==> src/rtl/ad_pkg.sv <==
// Shared definitions for the ADC frame writer: FSM encoding and default sizing.
package ad_pkg;

    localparam int DATA_NUM_DEFAULT = 2048;
    localparam int AD_WIDTH_DEFAULT = 14;

    localparam logic [1:0] ST_FLUSH    = 2'd0;
    localparam logic [1:0] ST_WAIT_RDY = 2'd1;
    localparam logic [1:0] ST_CAPTURE  = 2'd2;
    localparam logic [1:0] ST_HOLD     = 2'd3;

endpackage

==> src/rtl/fifo_rst_gen.sv <==
// Times the FIFO reset pulse: done rises on the last of RST_CYCLES clocks with en held.
module fifo_rst_gen #(
    parameter int RST_CYCLES = 8
) (
    input  logic clk,
    input  logic rst,
    input  logic en,
    output logic done
);

    localparam int TW = (RST_CYCLES > 1) ? $clog2(RST_CYCLES) : 1;

    logic [TW-1:0] cnt;

    assign done = en && (cnt == TW'(RST_CYCLES - 1));

    always_ff @(posedge clk) begin
        if (!rst || !en)
            cnt <= '0;
        else if (!done)
            cnt <= cnt + 1'b1;
    end

endmodule

==> src/rtl/ad_frame_writer.sv <==
// Writes one frame of dual-channel ADC samples into a FIFO pair, then holds until the
// FFT path signals frame_done. Define AD_OFFSET_BIN_EN to convert offset binary to two's complement.
module ad_frame_writer
    import ad_pkg::*;
#(
    parameter int DATA_NUM   = DATA_NUM_DEFAULT,
    parameter int AD_WIDTH   = AD_WIDTH_DEFAULT,
    parameter int RST_CYCLES = 8
) (
    input  logic                        clk,
    input  logic                        rst,
    input  logic [AD_WIDTH-1:0]         ad_data0,
    input  logic [AD_WIDTH-1:0]         ad_data1,
    input  logic                        ad_valid,
    input  logic                        full0,
    input  logic                        full1,
    input  logic                        wr_rst_busy,
    input  logic                        frame_done,
    output logic [AD_WIDTH-1:0]         din0,
    output logic [AD_WIDTH-1:0]         din1,
    output logic                        wr_en,
    output logic                        fifo_rst,
    output logic                        ad_fifo_ready,
    output logic                        overflow,
    output logic [$clog2(DATA_NUM):0]   sample_cnt
);

    localparam int CW = $clog2(DATA_NUM) + 1;

    logic [1:0]          state;
    logic                flush_done;
    logic                frame_full;
    logic                take;
    logic                drop;
    logic [AD_WIDTH-1:0] smp0;
    logic [AD_WIDTH-1:0] smp1;

`ifdef AD_OFFSET_BIN_EN
    assign smp0 = ad_data0 ^ {1'b1, {(AD_WIDTH-1){1'b0}}};
    assign smp1 = ad_data1 ^ {1'b1, {(AD_WIDTH-1){1'b0}}};
`else
    assign smp0 = ad_data0;
    assign smp1 = ad_data1;
`endif

    // Stay in CAPTURE for the cycle the last write is on the bus, so wr_en never overlaps HOLD.
    assign frame_full = (sample_cnt == CW'(DATA_NUM));
    assign take       = (state == ST_CAPTURE) && ad_valid && !full0 && !full1
                        && !wr_rst_busy && !frame_full;
    assign drop       = (state == ST_CAPTURE) && ad_valid && (full0 || full1) && !frame_full;

    assign fifo_rst      = (state == ST_FLUSH);
    assign ad_fifo_ready = (state == ST_HOLD);

    fifo_rst_gen #(
        .RST_CYCLES (RST_CYCLES)
    ) u_rst_gen (
        .clk  (clk),
        .rst  (rst),
        .en   (state == ST_FLUSH),
        .done (flush_done)
    );

    always_ff @(posedge clk) begin
        if (!rst) begin
            state      <= ST_FLUSH;
            din0       <= '0;
            din1       <= '0;
            wr_en      <= 1'b0;
            overflow   <= 1'b0;
            sample_cnt <= '0;
        end else begin
            wr_en <= take;
            if (take) begin
                din0       <= smp0;
                din1       <= smp1;
                sample_cnt <= sample_cnt + 1'b1;
            end
            case (state)
                ST_FLUSH:
                    if (flush_done)
                        state <= ST_WAIT_RDY;
                ST_WAIT_RDY:
                    if (!wr_rst_busy) begin
                        state      <= ST_CAPTURE;
                        sample_cnt <= '0;
                    end
                ST_CAPTURE:
                    if (drop) begin
                        state    <= ST_FLUSH;
                        overflow <= 1'b1;
                    end else if (frame_full) begin
                        state <= ST_HOLD;
                    end
                ST_HOLD:
                    if (frame_done)
                        state <= ST_FLUSH;
                default:
                    state <= ST_FLUSH;
            endcase
        end
    end

endmodule

==> config.mk <==
export PLATFORM = sky130hd
export DESIGN_NAME = ad_frame_writer
export DESIGN_NICKNAME = d
export VERILOG_FILES = /design/src/rtl/ad_pkg.sv /design/src/rtl/fifo_rst_gen.sv /design/src/rtl/ad_frame_writer.sv
export SDC_FILE = /design/constraint.sdc
export NUM_CORES = 1
export LEC_CHECK = 0
export CAP_MARGIN = 30
export CELL_PAD_IN_SITES_DETAIL_PLACEMENT = 1
export CELL_PAD_IN_SITES_GLOBAL_PLACEMENT = 1
export CORE_MARGIN = 2
export CORE_UTILIZATION = 35
export CTS_CLUSTER_DIAMETER = 30
export DETAILED_ROUTE_END_ITERATION = 10
export GPL_ROUTABILITY_DRIVEN = 0
export PLACE_DENSITY_LB_ADDON = 0.1
export REMOVE_ABC_BUFFERS = 1
export SYNTH_ARGS = -nofsm -noshare
export SYNTH_HDL_FRONTEND = slang
export SYNTH_HIERARCHICAL = 1
export SYNTH_SLANG_ARGS = --single-unit
==> constraint.sdc <==
create_clock -name clk -period 3.4 [get_ports clk]
set_input_delay 0.68 -clock clk [delete_from_list [all_inputs] [get_ports clk]]
set_output_delay 0.68 -clock clk [all_outputs]
set_load 0.1 [all_outputs]
# Yosys cells after proc, flatten, opt, wreduce, memory -nomap -nowiden
# Cells that the tools add are included.
# W data, S select, Z words.
dict set report word_totals {
  ff_bits 47
  latch_bits 0
  ramBits 0
  romBits 0
  inputBits 35
  out_inout_bits 44
  word_cells 46
  mem_count 0
}
dict set report op_classes {
  addsub 2
  mul 0
  div 0
  magnitude_cmp 0
  eq_ne 9
  shift 0
  mux 9
  n_bitwise 0
  reduce_logical 19
}
# operator count
set ops {}
lappend ops {{$mux W12} 3}
lappend ops {{$add A12 B1 Y12 const B} 1}
lappend ops {{$eq A12 B12 Y1 const B} 1}
lappend ops {{$mux W2} 5}
lappend ops {{$logic_and A1 B1 Y1} 8}
lappend ops {{$pmux W2 S4} 1}
lappend ops {{$logic_not A1 Y1} 6}
lappend ops {{$ne A2 B2 Y1 const B} 3}
lappend ops {{$eq A2 B2 Y1 const B} 2}
lappend ops {{$reduce_and A4 Y1} 1}
lappend ops {{$add A3 B1 Y3 const B} 1}
lappend ops {{$eq A3 B3 Y1 const B} 1}
lappend ops {{$ne A3 B3 Y1 const B} 1}
lappend ops {{$eq A2 B1 Y1 const B} 1}
lappend ops {{$logic_not A2 Y1} 1}
lappend ops {{$logic_or A1 B1 Y1} 2}
lappend ops {{$reduce_and A2 Y1} 1}

# Depth between registers and ports, before layout
# Gate-level depths: netlist of the first run.
dict set report logic_depth {
  ltp_word 9
  mapped_depth 8
  mapped_depth_nobuf 6
}

# Modules after synthesis
# Netlist of the first run, hierarchy kept.
# module n_inst cells_each area_each_um2 seq_area_each_um2
set modules_own_cells {}
lappend modules_own_cells {ad_frame_writer 1 247 2072.0 880.8}
lappend modules_own_cells {fifo_rst_gen 1 13 136.4 60.1}

# Worst setup path after synthesis of the first run
# No wires, ideal clock.
dict set report synth_timing {
  path_kind {reg2reg}
  startpoint {reg state[0]}
  endpoint {reg state[1]}
  setup_time_ps 79
  arrival_time_ps 2531
  t_required_ps 3321
  setup_slack_ps 789
  stages_incl_launch_ff 7
  path_buffers 1
  period_less_slack_ps 2611
  path_cell_list {dfxtp_1 -> clkbuf_1 -> nor2_1 -> and2_2 -> o31ai_1 -> o21bai_1 -> a22oi_1}
}
dict set report synth_between {
  word_cells_on_any_way 15
  classes_between {7 x eq/ne; 2 x mux; 6 x reduce/logical}
}
# item line_no
set synth_lines {}
lappend synth_lines {{start, declared} ad_frame_writer.sv:30} ;# logic [1:0] state;
lappend synth_lines {{start signal, assigned} ad_frame_writer.sv:66} ;# state <= ST_FLUSH;
lappend synth_lines {{start signal, assigned} ad_frame_writer.sv:82} ;# state <= ST_WAIT_RDY;
lappend synth_lines {{start signal, assigned} ad_frame_writer.sv:85} ;# state <= ST_CAPTURE;
lappend synth_lines {{$logic_not A2 Y1} --}
lappend synth_lines {{net fifo_rst} ad_frame_writer.sv:22} ;# output logic fifo_rst,
lappend synth_lines {{$logic_and A1 B1 Y1} fifo_rst_gen.sv:15} ;# assign done = en && (cnt == TW'(RST_CYCLES - 1));
lappend synth_lines {{net flush_done} ad_frame_writer.sv:31} ;# logic flush_done;
lappend synth_lines {{$ne A2 B2 Y1 (no line)} --}
lappend synth_lines {{$reduce_and A4 Y1 (no line)} --}
# The timed path passes the listed nets, and every way through them passes these cells.
# A chain may end at the register's enable or synchronous reset.

==> out/results.tsv, run 1 <==
metric	value	unit
kind of start point of the critical path	flop	
dominant cells by area after synthesis	dfxtp_1 (43%), o21ai_0 (7.9%), nand3_1 (7.7%)	
Fmax achieved	0.400	GHz
Die Ht	83.4	um
DR WL/cell	16.7	um
clock-pin slew on the worst setup and hold paths	80	ps
Required @ worst endpoint	3570	ps
DR vias	2265	
final setup fails	0	
Post-synth ARST share	0	%
Post-synth top cells	dfxtp_1 (47), o21ai_0 (35), nand3_1 (34)	
clock skew	10.5	ps
area of the multi-input gates	1120	sq um
largest net degree at the start of global routing	38	
placed cell count	398	
highest metal used	met4	
vias in the first global route	2287	
synthesized area per cell	8.49	sq um
Total GRT Usage	19.4	%
cell at the root of the clock tree	clkbuf_8	
post-synth top area share	42.6	%
Yosys warnings	6	
Worst path slowest cell	or3_1	
clk_lat worst skew	300	ps
fin area	3060	sq um
num rows	28	
die area	6960	sq um
CP Buf/Inv Count	2	
crit end category	flop	
ant diodes	0	
Synth Instances	260	
worst vdd ir	0.174	mV
CTS Hold Bufs	0	
slowest stage delay, CP	580	ps
grt ovf	0	
Primary FF master, synth	dfxtp_1	
WL final	6760	um
Vias/cell	5.59	
post-CTS setup buffers	0	
TritonCTS Buffers	5	
DRT Pass-1 Iters	4	
count of cell types in the netlist	51	
family with the most delay on the worst path	simple AND/OR/NAND/NOR gates	
core area	6030	sq um
layout net count	369	
R2R setup slack	900	ps
Post-Syn Area	2210	sq um
max_slew headroom	34.9	%
H-Tree Depth	2	
Antenna Nets Post-Route	0	
worst setup margin	902	ps
FILL cells	740	
WP data arrival	2660	ps
initial antenna violation count	0	
number of flops mapped to enable cells by yosys	0	
Slew Viols, Final	0	
Sequential cell area	941	sq um
Area Overhead vs Synth	38.5	%
1st-iter DRT viols	84	
Tcrit/Tclk final	73.5	%
dpl ws	864	ps
final hold violations	0	
Synth area leader	dfxtp_1	
final total power	1.05	mW
I/O pin total	79	
sequential fraction of the synthesis area	42.6	%
M1 WL	3150	um
worst hold-check path type	reg -> reg	
WL met2	3230	um
Area after DPL	2960	sq um
fin crit period	2500	ps
leakage	1.04	nW
Final Util	50.8	%
number of max-cap violations	0	
Power per Cell Area	342	nW/um^2
first-pass GRT wire length	11200	um
IO Port Bufs	78	
Clock Sinks	47	
number of remaining DRC errors	0	
share of cells above drive strength 1	12.7	%
final setup TNS	0	ps
# resized after CTS	0	
clk buf depth	2	
met3 WL post-DR	345	um
Die Width	83.4	um
flops & latches, synth	47	
CP Class	reg -> reg	
CP Cell Sequence	inv_1, ha_1, or4b_4, or3_1, buf_4, a31oi_1, nor3_1	
Finished Layout Cells	405	
Initial Util	36.6	%
RSZ-0062 raised after global routing	false	
cell with the most instances after synthesis	dfxtp_1	
DP Wirelength	4590	um
worst-path fanout max	24	
Min Hold Slack	482	ps
run status	completed	
TritonCTS clock tree	done	
Least-Margin Pin Slew	974	ps
==> per-layer routing <==
metal / up-vias / track usage, %
li1: 1099 / -
met1: 1101 / 24.9
met2: 61 / 33.0
met3: 4 / 4.77
met4: 0 / 4.11
met5: - / 0
==> placed cells by master (no fill, tap or decap), types with 3 or more instances in the layout <==
cell type | Yosys | routed
nor3_1 | 3 | 3
buf_4 | 0 | 25
a21oi_1 | 31 | 31
and4_1 | 3 | 3
dfxtp_1 | 47 | 47
clkbuf_8 | 3 | 5
ha_1 | 4 | 4
clkdlybuf4s50_1 | 0 | 59
mux2i_1 | 3 | 3
a31oi_1 | 5 | 5
a211oi_1 | 3 | 3
inv_1 | 7 | 7
o21ai_0 | 35 | 35
nand3_1 | 34 | 34
nand2_1 | 13 | 13
nor2_1 | 8 | 8
nand4_1 | 3 | 3
==> tightest hold or removal path: stages, from the launching register on <==
cell	delay (ps)
dfxtp_1	310
o21ai_0	70
a21oi_1	60
==> worst paths after layout <==
check,to,cells after the start,start
setup / recovery,flop,7,sample_cnt[0]
hold / removal,din1[0],2,din1[0]
setup reg to reg,flop,7,sample_cnt[0]
hold reg to reg,din1[0],2,din1[0]
==> kinds of logic (layout without fill, tap and decap cells) <==
group                      Yosys count  in the layout  synth area share (%)
xor gates and xnor gates             1              1                 0.397
adders and majority gates            4              4                  2.27
DFF                                 47             47                  42.6
buffers and inverters               28             98                  6.80
AOI/OAI and AO/OA                   89             89                  23.3
and+or+nand+nor                     88             88                  23.3
muxes                                3              3                  1.36
==> layout make-up <==
type / count / area share (%)
clock buffer: 6 / 2.37
sequential: 47 / 30.8
timing repair buffer: 84 / 25.4
clock inverter: 1 / 0.982
multi-input combinational: 185 / 36.5
tap: 75 / 3.07
inverter: 7 / 0.859
==> where the power goes <==
part	internal [mW]	leakage [nW]	switching, mW
registers	0.555	0.379	0.00446
clock network	0.216	0.0513	0.190
logic	0.0443	0.614	0.0357
total	0.815	1.04	0.230
Power figures use the tool's default switching activity.
==> run 2: changes to the inputs <==
--- a/config.mk
+++ b/config.mk
@@ -9,7 +9,7 @@
 export CELL_PAD_IN_SITES_DETAIL_PLACEMENT = 1
 export CELL_PAD_IN_SITES_GLOBAL_PLACEMENT = 1
 export CORE_MARGIN = 2
-export CORE_UTILIZATION = 35
+export CORE_UTILIZATION = 32
 export CTS_CLUSTER_DIAMETER = 30
 export DETAILED_ROUTE_END_ITERATION = 10
 export GPL_ROUTABILITY_DRIVEN = 0
==> constraint.sdc (replaced) <==
create_clock -name clk -period 2.6 [get_ports clk]
set_input_delay 0.52 -clock clk [delete_from_list [all_inputs] [get_ports clk]]
set_output_delay 0.52 -clock clk [all_outputs]
set_load 0.1 [all_outputs]
==> out/results.tsv, run 2 (synthesis results as in run 1) <==
metric	value	unit	change
Clock Sinks	47		unchanged
Die Ht	87.1	um	was 83.4 um
worst setup margin	507	ps	was 902 ps
Initial Util	32.9	%	was 36.6%
largest net degree at the start of global routing	37		was 38
run status	completed		unchanged
worst hold-check path type	reg -> reg		unchanged
number of remaining DRC errors	0		unchanged
DRT Pass-1 Iters	4		unchanged
Area after DPL	2970	sq um	was 2960 sq um
Required @ worst endpoint	2780	ps	was 3570 ps
Min Hold Slack	483	ps	was 482 ps
Least-Margin Pin Slew	440	ps	was 974 ps
Area Overhead vs Synth	39.9	%	was 38.5%
# resized after CTS	0		unchanged
CP Cell Sequence	inv_1, ha_1, or4b_4, or3_1, buf_12, a41oi_1, a311oi_1		was inv_1, ha_1, or4b_4, or3_1, buf_4, a31oi_1, nor3_1
Tcrit/Tclk final	80.5	%	was 73.5%
DR vias	2212		was 2265
family with the most delay on the worst path	simple AND/OR/NAND/NOR gates		unchanged
final setup fails	0		unchanged
max_slew headroom	70.3	%	was 34.9%
clk buf depth	2		unchanged
Die Width	87.1	um	was 83.4 um
initial antenna violation count	0		unchanged
WL final	6920	um	was 6760 um
layout net count	373		was 369
1st-iter DRT viols	100		was 84
WP data arrival	2270	ps	was 2660 ps
share of cells above drive strength 1	21.8	%	was 12.7%
leakage	1.14	nW	was 1.04 nW
final hold violations	0		unchanged
fin crit period	2090	ps	was 2500 ps
Antenna Nets Post-Route	0		unchanged
crit end category	flop		unchanged
vias in the first global route	2280		was 2287
Total GRT Usage	19.1	%	was 19.4%
CTS Hold Bufs	0		unchanged
Fmax achieved	0.478	GHz	was 0.400 GHz
num rows	30		was 28
commonest non-fill, non-tap cell in the layout	buf_4		was clkdlybuf4s50_1
dpl ws	357	ps	was 864 ps
RSZ-0062 raised after global routing	false		unchanged
grt ovf	0		unchanged
ant diodes	0		unchanged
I/O pin total	79		unchanged
cell at the root of the clock tree	clkbuf_8		unchanged
most frequent cells in the layout	buf_4 (51), dfxtp_1 (47), o21ai_0 (35)		was clkdlybuf4s50_1 (59), dfxtp_1 (47), o21ai_0 (35)
die area	7580	sq um	was 6960 sq um
core area	6720	sq um	was 6030 sq um
TritonCTS clock tree	done		unchanged
CP Buf/Inv Count	2		unchanged
post-CTS setup buffers	0		unchanged
worst-path fanout max	36		was 24
clk_lat worst skew	310	ps	was 300 ps
TritonCTS Buffers	5		unchanged
IO Port Bufs	78		unchanged
number of max-cap violations	0		unchanged
clock skew	5.44	ps	was 10.5 ps
first-pass GRT wire length	11400	um	was 11200 um
clock-pin slew on the worst setup and hold paths	100	ps	was 80 ps
DP Wirelength	4710	um	was 4590 um
fin area	3090	sq um	was 3060 sq um
kind of start point of the critical path	flop		unchanged
slowest stage delay, CP	500	ps	was 580 ps
CP Class	reg -> reg		unchanged
Vias/cell	5.33		was 5.59
Slew Viols, Final	0		unchanged
final total power	1.43	mW	was 1.05 mW
H-Tree Depth	2		unchanged
Power per Cell Area	462	nW/um^2	was 342 nW/um^2
worst vdd ir	0.246	mV	was 0.174 mV
Worst path slowest cell	or4b_4		was or3_1
DR WL/cell	16.7	um	about the same
run 2: worst paths after layout:
check / from / endpoint / slack [ps] / depth (start not counted)
max: sample_cnt[0] / flop / 510 / 7
min: din1[2] / din1[2] / 480 / 2
max reg2reg: sample_cnt[0] / flop / 510 / 7
min reg2reg: din1[2] / din1[2] / 480 / 2
run 2: where the power goes:
group / total, mW / leakage, nW / internal (mW) / switching, mW
Sequential: 0.731 / 0.379 / 0.725 / 0.00579
Combinational: 0.106 / 0.697 / 0.0600 / 0.0460
Clock: 0.589 / 0.0618 / 0.317 / 0.272
Total: 1.43 / 1.14 / 1.10 / 0.324
run 2: worst min-delay path: cells and delay by family (launching register included):
kind / cells / cell delay (ps)
compound gates: 2 / 130
flops: 1 / 320
run 2: layout make-up:
class | count | area, sq um
sequential | 47 | 941
clock inverter | 2 | 38.8
tap | 80 | 100
inverter | 7 | 26.3
multi-input combinational | 185 | 1120
timing repair buffer | 88 | 783
fill | 803 | 3630
clock buffer | 6 | 82.6
run 2: layer usage:
metal	vias up	part of all wire (%)	GRT usage, %
met5	-	0	0
met4	0	1.1	3.98
met3	6	5.8	4.08
met2	69	47	32.8
met1	1034	46	24.7
li1	1103	-	-
run 2: metrics by stage:
stage / setup TNS, ps / instances / utilization, %
floorplan: -4020 / 239 / -
global placement: 0 / 407 / 44.2
detailed placement: 0 / 407 / 44.2
CTS: 0 / 415 / 46.0
global route: 0 / 415 / 46.0
finish: 0 / 415 / 46.0
